File: src/rtl/mmio_uart_tx_pkg.sv
// Shared definitions for the MMIO UART transmitter: register offsets,
// STATUS bit positions and the transmit FSM state encoding.
package mmio_uart_tx_pkg;

   localparam logic [29:0] OFF_TXDATA  = 30'd0;
   localparam logic [29:0] OFF_STATUS  = 30'd1;
   localparam logic [29:0] OFF_BAUDDIV = 30'd2;

   localparam int ST_FULL    = 0;
   localparam int ST_EMPTY   = 1;
   localparam int ST_ACTIVE  = 2;
   localparam int ST_OVF     = 3;
   localparam int ST_LVL_LSB = 8;

   typedef enum logic [1:0] {
      S_IDLE  = 2'd0,
      S_START = 2'd1,
      S_DATA  = 2'd2,
      S_STOP  = 2'd3
   } tx_state_t;

   function automatic logic [31:0] pack_status(input logic       full,
                                               input logic       empty,
                                               input logic       active,
                                               input logic       ovf,
                                               input logic [7:0] lvl);
      logic [31:0] s;
      s                          = '0;
      s[ST_FULL]                 = full;
      s[ST_EMPTY]                = empty;
      s[ST_ACTIVE]               = active;
      s[ST_OVF]                  = ovf;
      s[ST_LVL_LSB+7:ST_LVL_LSB] = lvl;
      return s;
   endfunction

endpackage

File: src/rtl/mmio_uart_tx_fifo.sv
// Synchronous TX byte FIFO; a push into a full FIFO is accepted when a pop
// happens in the same cycle. DEPTH must be a power of two.
module mmio_uart_tx_fifo #(
   parameter int DEPTH = 8,
   parameter int WIDTH = 8
) (
   input  logic                     clk,
   input  logic                     rst_n,
   input  logic                     push,
   input  logic [WIDTH-1:0]         wr_data,
   input  logic                     pop,
   output logic [WIDTH-1:0]         rd_data,
   output logic                     full,
   output logic                     empty,
   output logic [$clog2(DEPTH):0]   level
);

   localparam int AW = $clog2(DEPTH);
   localparam int LW = AW + 1;

   logic [WIDTH-1:0] mem [DEPTH];
   logic [AW-1:0]    wr_ptr_q;
   logic [AW-1:0]    rd_ptr_q;
   logic [LW-1:0]    level_q;
   logic             do_push;
   logic             do_pop;

   assign empty   = (level_q == '0);
   assign full    = (level_q == LW'(DEPTH));
   assign level   = level_q;
   assign rd_data = mem[rd_ptr_q];
   assign do_pop  = pop && !empty;
   assign do_push = push && (!full || do_pop);

   always_ff @(posedge clk or negedge rst_n) begin
      if (!rst_n) begin
         wr_ptr_q <= '0;
         rd_ptr_q <= '0;
         level_q  <= '0;
      end else begin
         if (do_push) wr_ptr_q <= wr_ptr_q + 1'b1;
         if (do_pop)  rd_ptr_q <= rd_ptr_q + 1'b1;
         case ({do_push, do_pop})
            2'b10:   level_q <= level_q + 1'b1;
            2'b01:   level_q <= level_q - 1'b1;
            default: level_q <= level_q;
         endcase
      end
   end

   // Storage carries no reset; validity is tracked by level_q.
   always_ff @(posedge clk) begin
      if (do_push) mem[wr_ptr_q] <= wr_data;
   end

endmodule

File: src/rtl/mmio_uart_tx.sv
// MMIO UART transmitter (8N1, LSB first): register decode, registered read
// mux, sticky overflow flag, baud counter, frame FSM and shifter.
module mmio_uart_tx
   import mmio_uart_tx_pkg::*;
#(
   parameter int FIFO_DEPTH  = 8,
   parameter int DEFAULT_DIV = 434
) (
   input  logic        clk,
   input  logic        rst_n,
   input  logic [29:0] i_addr,
   input  logic [31:0] i_data,
   input  logic        i_wren,
   input  logic [3:0]  i_mask,
   output logic [31:0] o_data,
   output logic        o_tx,
   output logic        o_busy
);

   localparam int LW = $clog2(FIFO_DEPTH) + 1;

   function automatic logic [15:0] eff_div(input logic [15:0] d);
      return (d == 16'd0) ? 16'd1 : d;
   endfunction

   logic            wr_txdata, wr_status, wr_baud;
   logic            push_req, ovf_set, ovf_clr;
   logic            fifo_full, fifo_empty, pop;
   logic [7:0]      fifo_rd;
   logic [LW-1:0]   fifo_level;
   logic            ovf_q;
   logic [15:0]     baud_div_q;
   logic [15:0]     reload;
   tx_state_t       state_q, state_d;
   logic [15:0]     baud_cnt_q, baud_cnt_d;
   logic [2:0]      bit_q, bit_d;
   logic [7:0]      sh_q, sh_d;
   logic            bit_end;
   logic            line;
   logic [31:0]     rd_val;
   logic            unused_bits;

   assign unused_bits = ^{i_data[31:16], i_mask[3:2]};

   assign wr_txdata = i_wren && (i_addr == OFF_TXDATA);
   assign wr_status = i_wren && (i_addr == OFF_STATUS);
   assign wr_baud   = i_wren && (i_addr == OFF_BAUDDIV);
   assign push_req  = wr_txdata && i_mask[0];
   assign ovf_set   = push_req && fifo_full && !pop;
   assign ovf_clr   = wr_status && i_mask[0] && i_data[ST_OVF];

   mmio_uart_tx_fifo #(
      .DEPTH (FIFO_DEPTH),
      .WIDTH (8)
   ) u_fifo (
      .clk     (clk),
      .rst_n   (rst_n),
      .push    (push_req),
      .wr_data (i_data[7:0]),
      .pop     (pop),
      .rd_data (fifo_rd),
      .full    (fifo_full),
      .empty   (fifo_empty),
      .level   (fifo_level)
   );

   always_comb begin
      rd_val = '0;
      case (i_addr)
         OFF_STATUS:  rd_val = pack_status(fifo_full, fifo_empty, state_q != S_IDLE,
                                           ovf_q, 8'(fifo_level));
         OFF_BAUDDIV: rd_val = {16'd0, baud_div_q};
         default:     rd_val = '0;
      endcase
   end

   // Register file: reads sample pre-edge state; overflow set beats W1C.
   always_ff @(posedge clk or negedge rst_n) begin
      if (!rst_n) begin
         o_data     <= '0;
         ovf_q      <= 1'b0;
         baud_div_q <= 16'(DEFAULT_DIV);
      end else begin
         o_data <= rd_val;
         if (ovf_set)      ovf_q <= 1'b1;
         else if (ovf_clr) ovf_q <= 1'b0;
         if (wr_baud && i_mask[0]) baud_div_q[7:0]  <= i_data[7:0];
         if (wr_baud && i_mask[1]) baud_div_q[15:8] <= i_data[15:8];
      end
   end

   assign reload  = eff_div(baud_div_q) - 16'd1;
   assign bit_end = (baud_cnt_q == 16'd0);

   always_comb begin
      state_d    = state_q;
      baud_cnt_d = baud_cnt_q;
      bit_d      = bit_q;
      sh_d       = sh_q;
      pop        = 1'b0;
      unique case (state_q)
         S_IDLE: begin
            if (!fifo_empty) begin
               pop        = 1'b1;
               state_d    = S_START;
               baud_cnt_d = reload;
               sh_d       = fifo_rd;
            end
         end
         S_START: begin
            if (bit_end) begin
               state_d    = S_DATA;
               baud_cnt_d = reload;
               bit_d      = 3'd0;
            end else begin
               baud_cnt_d = baud_cnt_q - 16'd1;
            end
         end
         S_DATA: begin
            if (bit_end) begin
               baud_cnt_d = reload;
               sh_d       = {1'b0, sh_q[7:1]};
               if (bit_q == 3'd7) state_d = S_STOP;
               else               bit_d   = bit_q + 3'd1;
            end else begin
               baud_cnt_d = baud_cnt_q - 16'd1;
            end
         end
         S_STOP: begin
            if (bit_end) begin
               if (!fifo_empty) begin
                  pop        = 1'b1;
                  state_d    = S_START;
                  baud_cnt_d = reload;
                  sh_d       = fifo_rd;
               end else begin
                  state_d = S_IDLE;
               end
            end else begin
               baud_cnt_d = baud_cnt_q - 16'd1;
            end
         end
         default: state_d = S_IDLE;
      endcase
   end

   always_ff @(posedge clk or negedge rst_n) begin
      if (!rst_n) begin
         state_q    <= S_IDLE;
         baud_cnt_q <= '0;
         bit_q      <= '0;
      end else begin
         state_q    <= state_d;
         baud_cnt_q <= baud_cnt_d;
         bit_q      <= bit_d;
      end
   end

   always_ff @(posedge clk) begin
      sh_q <= sh_d;
   end

   // Line level is registered from the current state, so it trails the FSM by one cycle.
   always_comb begin
      line = 1'b1;
      case (state_q)
         S_START: line = 1'b0;
         S_DATA:  line = sh_q[0];
         default: line = 1'b1;
      endcase
   end

   always_ff @(posedge clk or negedge rst_n) begin
      if (!rst_n) o_tx <= 1'b1;
      else        o_tx <= line;
   end

   assign o_busy = !fifo_empty || (state_q != S_IDLE);

endmodule

File: config.mk
export PLATFORM = sky130hd
export DESIGN_NAME = mmio_uart_tx
export DESIGN_NICKNAME = d
export VERILOG_FILES = /design/src/rtl/mmio_uart_tx_pkg.sv /design/src/rtl/mmio_uart_tx_fifo.sv /design/src/rtl/mmio_uart_tx.sv
export SDC_FILE = /design/constraint.sdc
export NUM_CORES = 1
export LEC_CHECK = 0
export CAP_MARGIN = 10
export CORE_ASPECT_RATIO = 0.7
export CORE_UTILIZATION = 25
export DETAILED_ROUTE_END_ITERATION = 12
export GPL_ROUTABILITY_DRIVEN = 0
export GPL_TIMING_DRIVEN = 0
export RECOVER_POWER = 50
export SLEW_MARGIN = 20
export SYNTH_ARGS = -nofsm -noshare
export SYNTH_HDL_FRONTEND = slang
export SYNTH_SLANG_ARGS = --single-unit
File: constraint.sdc
create_clock -name clk -period 3.1 [get_ports clk]
set_input_delay 0.31 -clock clk [delete_from_list [all_inputs] [get_ports clk]]
set_output_delay 0.31 -clock clk [all_outputs]
set_load 0.1 [all_outputs]
# Word level (Yosys, flattened, before mapping)
# Memory sizes are Yosys's and may differ from the RTL's.
# Cells that the tools add are included.
# classes
eq_ne	15
n_mux	30
n_div	0
n_shift	0
order_cmp	0
add_sub_neg	7
reduce_logical	31
bitwise	0
n_mul	0
# op_table
operator	count
$mux W16	4
$pmux W16 S3	1
$logic_not A16 Y1	2
$pmux W16 S2	1
$sub A16 B1 Y16 const B	2
$eq A30 B1 Y1 const B	1
$eq A30 B2 Y1 const B	1
$logic_not A30 Y1	1
$mux W8	3
$pmux W8 S3	1
$logic_and A1 B1 Y1	12
$ne A2 B2 Y1 const B	6
$mux W2	5
$add A3 B1 Y3 const B	3
$mux W3	3
$pmux W2 S4	1
$pmux W4 S2	1
$reduce_bool A2 Y1	4
$mux W1	7
$eq A2 B2 Y1 const B	3
$pmux W3 S2	1
$reduce_and A5 Y1	1
$add A4 B1 Y4 const B	1
$eq A2 B1 Y1 const B	2
12 further kinds	16
# word_totals
mem_bits_rw	64
latchBits	0
output_inout_bits	34
mem_bits_ro	0
regBits	89
memories	1
# memory_table
name	depth	word_bits	rd	rd_clocked_by_memory_dff	wr	line	source
u_fifo.mem	8	8	1	0	1	mmio_uart_tx_fifo.sv:21	logic [WIDTH-1:0] mem [DEPTH];

# Longest topological paths before layout
# logic_depth
ltp_word	9
mapped_depth	15

# Cells and area by module
# Synthesis repeated with hierarchy kept, for this count alone.
# unflattened
cells_unflattened	563
area_unflattened_um2	7004.2
# modules_own_cells
mod	cells_per_inst	area_per_inst_um2	n_inst	seq_area_each_um2
mmio_uart_tx	401	3891.2	1	1624.1
mmio_uart_tx_fifo	162	3113.0	1	2172.1

# Worst setup path after synthesis
# Ideal clock, no wire load.
# synth_timing
path_kind	reg-to-reg
from	register baud_cnt_q[0]
to	register u_fifo.level_q[2] (netlist: u_fifo.level[2])
required_ps	2967
stages_incl_launch_ff	16
n_path_buf	2
setup_slack_ps	-85
t_arrival_ps	3052
synth_period_minus_slack_ps	3185
setup_ps	133
path_cell_list	dfrtp_1 -> inv_1 -> ha_1 -> nor3b_2 -> and4_1 -> a31oi_1 -> or4b_4 -> buf_6 -> ha_1 -> clkbuf_1 -> xor2_1 -> ha_1 -> a21oi_1 -> xor2_1 -> nor2_1 -> xor2_1
# synth_between
elab_chain_cells	8
elab_cells_between_ends	10
# synth_lines
element	line	source
start: declaration	mmio_uart_tx.sv:35	logic [15:0] baud_cnt_q, baud_cnt_d;
start signal: assignment	mmio_uart_tx.sv:154	baud_cnt_q <= baud_cnt_d;
$logic_not A16 Y1 *	mmio_uart_tx.sv:93	assign bit_end = (baud_cnt_q == 16'd0);
$mux W1 *	mmio_uart_tx.sv:130	if (bit_end) begin
$pmux W1 S2 *	mmio_uart_tx.sv:101	unique case (state_q)
$logic_and A1 B1 Y1 *	mmio_uart_tx_fifo.sv:32	assign do_pop = pop && !empty;
$logic_or A1 B1 Y1	mmio_uart_tx_fifo.sv:33	assign do_push = push && (!full || do_pop);
$logic_and A1 B1 Y1	mmio_uart_tx_fifo.sv:33	
$eq A2 B1 Y1 or $eq A2 B2 Y1 (tied branches)	mmio_uart_tx_fifo.sv:43	case ({do_push, do_pop})
$pmux W4 S2 or $reduce_bool A2 Y1 (tied branches)	-	
end signal: assignment	mmio_uart_tx_fifo.sv:44	2'b10: level_q <= level_q + 1'b1;
end signal: assignment	mmio_uart_tx_fifo.sv:45	2'b01: level_q <= level_q - 1'b1;
end signal: assignment	mmio_uart_tx_fifo.sv:46	default: level_q <= level_q;
end: declaration	mmio_uart_tx_fifo.sv:24	logic [LW-1:0] level_q;
# Mark *: on every way between the ends. The rest lies on a longest branch, timed or not.
# A chain may end at the register's enable or synchronous reset.

# Worst setup path in the final report
# layout_timing
from	register baud_cnt_q[14]
to	register u_fifo.level_q[2] (netlist: u_fifo.level[2])
# The elaborated chain is that of the path after synthesis.

==> impl_metrics.sql <==
INSERT INTO impl_metrics (metric_group, metric, value, unit) VALUES
('status', 'run_status', 'complete, no violations', ''),
('cts', 'cts.htree.levels', '4', ''),
('route', 'm1WireLength', '9080', 'um'),
('yosys', 'ys_top_cells_by_area', 'sky130_fd_sc_hd__edfxtp_1 (31%), sky130_fd_sc_hd__dfrtp_1 (21%), sky130_fd_sc_hd__mux4_2 (5.1%)', ''),
('global_routing', 'grt_overflow', '0', ''),
('critical_path', 'worst_ep_arrival_time', '3.39', 'ns'),
('route', 'final_antenna_net_count', '0', ''),
('cts', 'tritoncts', 'yes', ''),
('cts', 'cts-root-buf', 'sky130_fd_sc_hd__clkbuf_16', ''),
('cts', 'worstSkewPairLatency', '0.43', 'ns'),
('route', 'highest_layer', 'met4', ''),
('route', 'wl_met2', '7960', 'um'),
('cts', 'numCtsBuffers', '17', ''),
('yosys', 'synth_enable_flop_cells', '72', ''),
('yosys', 'synth_top_area_cell', 'sky130_fd_sc_hd__edfxtp_1', ''),
('pwr', 'p_total', '4190', 'uW'),
('sta', 'maxClockFrequency', '324', 'MHz'),
('global_routing', 'grt_pass1_wl', '28400', 'um'),
('place', 'port_buffers', '68', ''),
('sta', 'timing.final.ws_setup', '0.0155', 'ns'),
('route', 'drt_wl_cell', '16.7', 'um'),
('yosys', 'synthCells', '582', ''),
('layout', 'drive_above_1_share', '0.256', ''),
('yosys', 'yosys_warnings', '0', ''),
('critical_path', 'crit_path_max_fanout', '6', ''),
('sta', 'slew_at_the_pin_with_the_worst_max_slew_slack', '1.29', 'ns'),
('global_routing', 'global_route.usage.total', '0.128', ''),
('sta', 'fin_skew', '0.0152', 'ns'),
('floorplanning', 'floorplan.core_area', '0.0278', 'mm2'),
('place', 'place_hpwl', '12900', 'um'),
('critical_path', 'cp_startpoint_kind', 'register', ''),
('global_routing', 'antenna_found_initial', '0', ''),
('layout', 'area_growth', '31.6', '%'),
('floorplanning', 'die_y', '143', 'um'),
('critical_path', 'crit_type', 'register to register', ''),
('floorplanning', 'initial_utilization', '0.254', ''),
('yosys', 'ys_types', '74', ''),
('layout', 'final_nets', '793', ''),
('route', 'drc_markers', '0', ''),
('floorplanning', 'die-area', '0.0290', 'mm2'),
('place', 'preCtsSetupSlack', '-0.519', 'ns'),
('global_routing', 'grt_start_max_net_pins', '50', ''),
('place', 'cell_area_placed', '0.00839', 'mm2'),
('floorplanning', 'rows', '51', ''),
('pwr', 'power_density', '450', 'mW/mm2'),
('critical_path', 'timing.critical_path.required', '3.41', 'ns'),
('sta', 'worst_slew_margin_rel', '0.142', ''),
('pwr', 'cellLeakagePower', '0.00362', 'uW'),
('yosys', 'ys_dominant_reg_cell', 'sky130_fd_sc_hd__edfxtp_1', ''),
('pwr', 'power.ir.vdd_worst', '0.261', 'mV'),
('sta', 'finalHoldViolations', '0', ''),
('cts', 'cts_num_sinks', '137', ''),
('yosys', 'seq_area_frac_synth', '0.537', ''),
('yosys', 'share_of_synthesized_registers_carrying_an_async_set_or_reset', '0.474', ''),
('yosys', 'post_synthesis_cell_area', '0.00707', 'mm2'),
('route', 'first_iter_violations', '376', ''),
('sta', 'period_needed', '3.08', 'ns'),
('sta', 'setup_tns', '0', 'ns'),
('floorplanning', 'boundaryPins', '103', ''),
('hold_path', 'holdCritPathClass', 'register to register', ''),
('layout', 'n_antenna_cell', '0', ''),
('route', 'post_dr_vias_cell', '4.84', ''),
('cts', 'path_clk_slew', '0.07', 'ns'),
('sta', 'setup_viol', '0', ''),
('yosys', 'area_share_of_the_largest_cell_type_after_synthesis', '0.306', ''),
('route', 'detailroute.via_count', '5292', ''),
('layout', 'layout.cell_area.non_filler', '0.00931', 'mm2'),
('flow_run', 'drv.max_cap_violation_count', '0', ''),
('floorplanning', 'die_width', '203', 'um'),
('route', 'met3WireLength', '1140', 'um'),
('layout', 'filler_cell_count', '2807', ''),
('yosys', 'postSynthAreaPerCell', '12.2', 'um2'),
('route', 'detailed_routing_iteration_count_for_the_pre_antenna_repair_pass', '6', ''),
('sta', 'final_count_of_pins_violating_max_slew', '0', ''),
('sta', 'min_period_over_period', '0.995', ''),
('yosys', 'synth_seq_cells', '137', ''),
('critical_path', 'critPathCaptureType', 'register', ''),
('cts', 'clockBufferDepth', '2', ''),
('route', 'routed_wl', '18300', 'um'),
('global_routing', 'first_global_vias', '4912', ''),
('sta', 'grt_setup_unrepaired', 'yes', '');
-- cells by family (layout without fill, tap and decap cells) --
logic type,count (synthesis),count (layout),share of synthesized area
AOI/OAI and AO/OA,120,120,0.118
xor gates and xnor gates,23,23,0.0285
adders and majority gates,14,14,0.0248
buffers and inverters,66,192,0.0483
DFF,137,137,0.537
muxes,47,47,0.0983
other,1,16,0.000530
and+or+nand+nor,174,174,0.145
-- registers in the layout, indices dropped and copies added, names as in the netlist --
signal	count
o_data	16
baud_div_q	16
state_q	2
bit_q	3
o_tx	1
u_fifo.rd_ptr_q	3
u_fifo.mem	64
u_fifo.wr_ptr_q	3
baud_cnt_q	16
sh_q	8
ovf_q	1
u_fifo.level	4
-- report_power, final --
part,internal (uW),switching [uW]
registers,1920,0.356
clock network,1150,913
logic,73.0,137
total,3140,1050
-- synthesized netlist by cell type (all sizes together), types with 3 or more instances --
cell	n
nand2b	4
nor4b	3
o32ai	5
inv	15
xor2	12
ha	14
a21boi	4
edfxtp	72
nand2	30
a21oi	18
dfrtp	59
a211o	5
a22o	14
clkbuf	23
o22ai	8
or2	3
mux2i	11
a211oi	5
dfstp	6
mux4	16
a32oi	3
and2b	3
o211ai	3
nor3	20
nor3b	3
mux2	20
nor4	28
or4	10
and3	3
and2	8
o21ai	25
nand3	12
nand4	3
nor2	34
o31ai	5
a31oi	8
or3	6
buf	28
xnor2	11
-- worst max-delay path, cell delays in order (launching register included) --
cell	delay, ns
sky130_fd_sc_hd__dfrtp_2	0.43
sky130_fd_sc_hd__nor4_4	0.38
sky130_fd_sc_hd__and4_4	0.34
sky130_fd_sc_hd__a31oi_4	0.14
sky130_fd_sc_hd__or4b_4	0.55
sky130_fd_sc_hd__buf_12	0.16
sky130_fd_sc_hd__ha_4	0.17
sky130_fd_sc_hd__xor2_2	0.14
sky130_fd_sc_hd__ha_2	0.19
sky130_fd_sc_hd__a21oi_2	0.11
sky130_fd_sc_hd__xor2_1	0.15
sky130_fd_sc_hd__nor2_1	0.07
sky130_fd_sc_hd__xor2_1	0.14
-- layout make-up --
class	instances	area, um2	share of cell area
plain buffers	50	294	0.0316
clock buffers	17	425	0.0457
clock inverters	15	174	0.0187
inverters	15	58.8	0.00632
multi-input cells	394	3210	0.344
flip-flops and latches	137	3800	0.409
well taps	371	464	0.0499
repair buffers	95	881	0.0946
-- layer usage --
layer / GRT usage / up-vias
li1: - / 2467
met1: 0.188 / 2617
met2: 0.184 / 191
met3: 0.0322 / 17
met4: 0.0364 / 0
met5: 0 / -
-- worst paths after layout --
path                       cells after the start                     start                          end  slack [ns]
max reg2reg                                   12  baud_cnt_q[14]$_DFF_PN0_  u_fifo.level[2]$_DFFE_PN0P_        0.02
min in group asynchronous                      2                     rst_n         bit_q[1]$_DFFE_PN0P_        0.61
max in group asynchronous                      3                     rst_n     baud_cnt_q[14]$_DFF_PN0_        0.61
min reg2reg                                    2         sh_q[0]$_DFFE_PP_               o_tx$_DFF_PN1_        0.47
max                                           12  baud_cnt_q[14]$_DFF_PN0_  u_fifo.level[2]$_DFFE_PN0P_        0.02
min                                            2         sh_q[0]$_DFFE_PP_               o_tx$_DFF_PN1_        0.47
-- repair_timing --
action	in CTS	in global routing
cloned	0	1
buffers inserted	9	9
hold buffers	1	0
pin swaps	5	7
gates resized for setup	27	15
endpoints found under the hold margin	16	0
setup endpoints to repair	72	56
-- metrics by stage --
step           hold slack (ns)  instances   util
5_1_grt                  0.476       1094  0.335
3_5_place_dp             0.216       1043  0.302
4_1_cts                  0.333       1084  0.330
3_3_place_gp             0.451       1036  0.298
6_report                 0.470       1094  0.335
2_1_floorplan           0.0144        597      -
-- placed cells by master, fill, tap and decap left out, drive strengths merged, types with 9 or more instances in the layout --
cell	instances
buf	52
nor4	28
ha	14
nand3	12
o21ai	25
dfrtp	59
mux4	16
nor2	34
mux2	20
a22o	14
xnor2	11
conb	16
edfxtp	72
inv	24
nand2	30
dlygate4sd3	9
mux2i	11
xor2	12
nor3	20
a21oi	18
clkbuf	42
or4	10
clkdlybuf4s50	58
No activity file was read; power rests on OpenSTA's default activity.
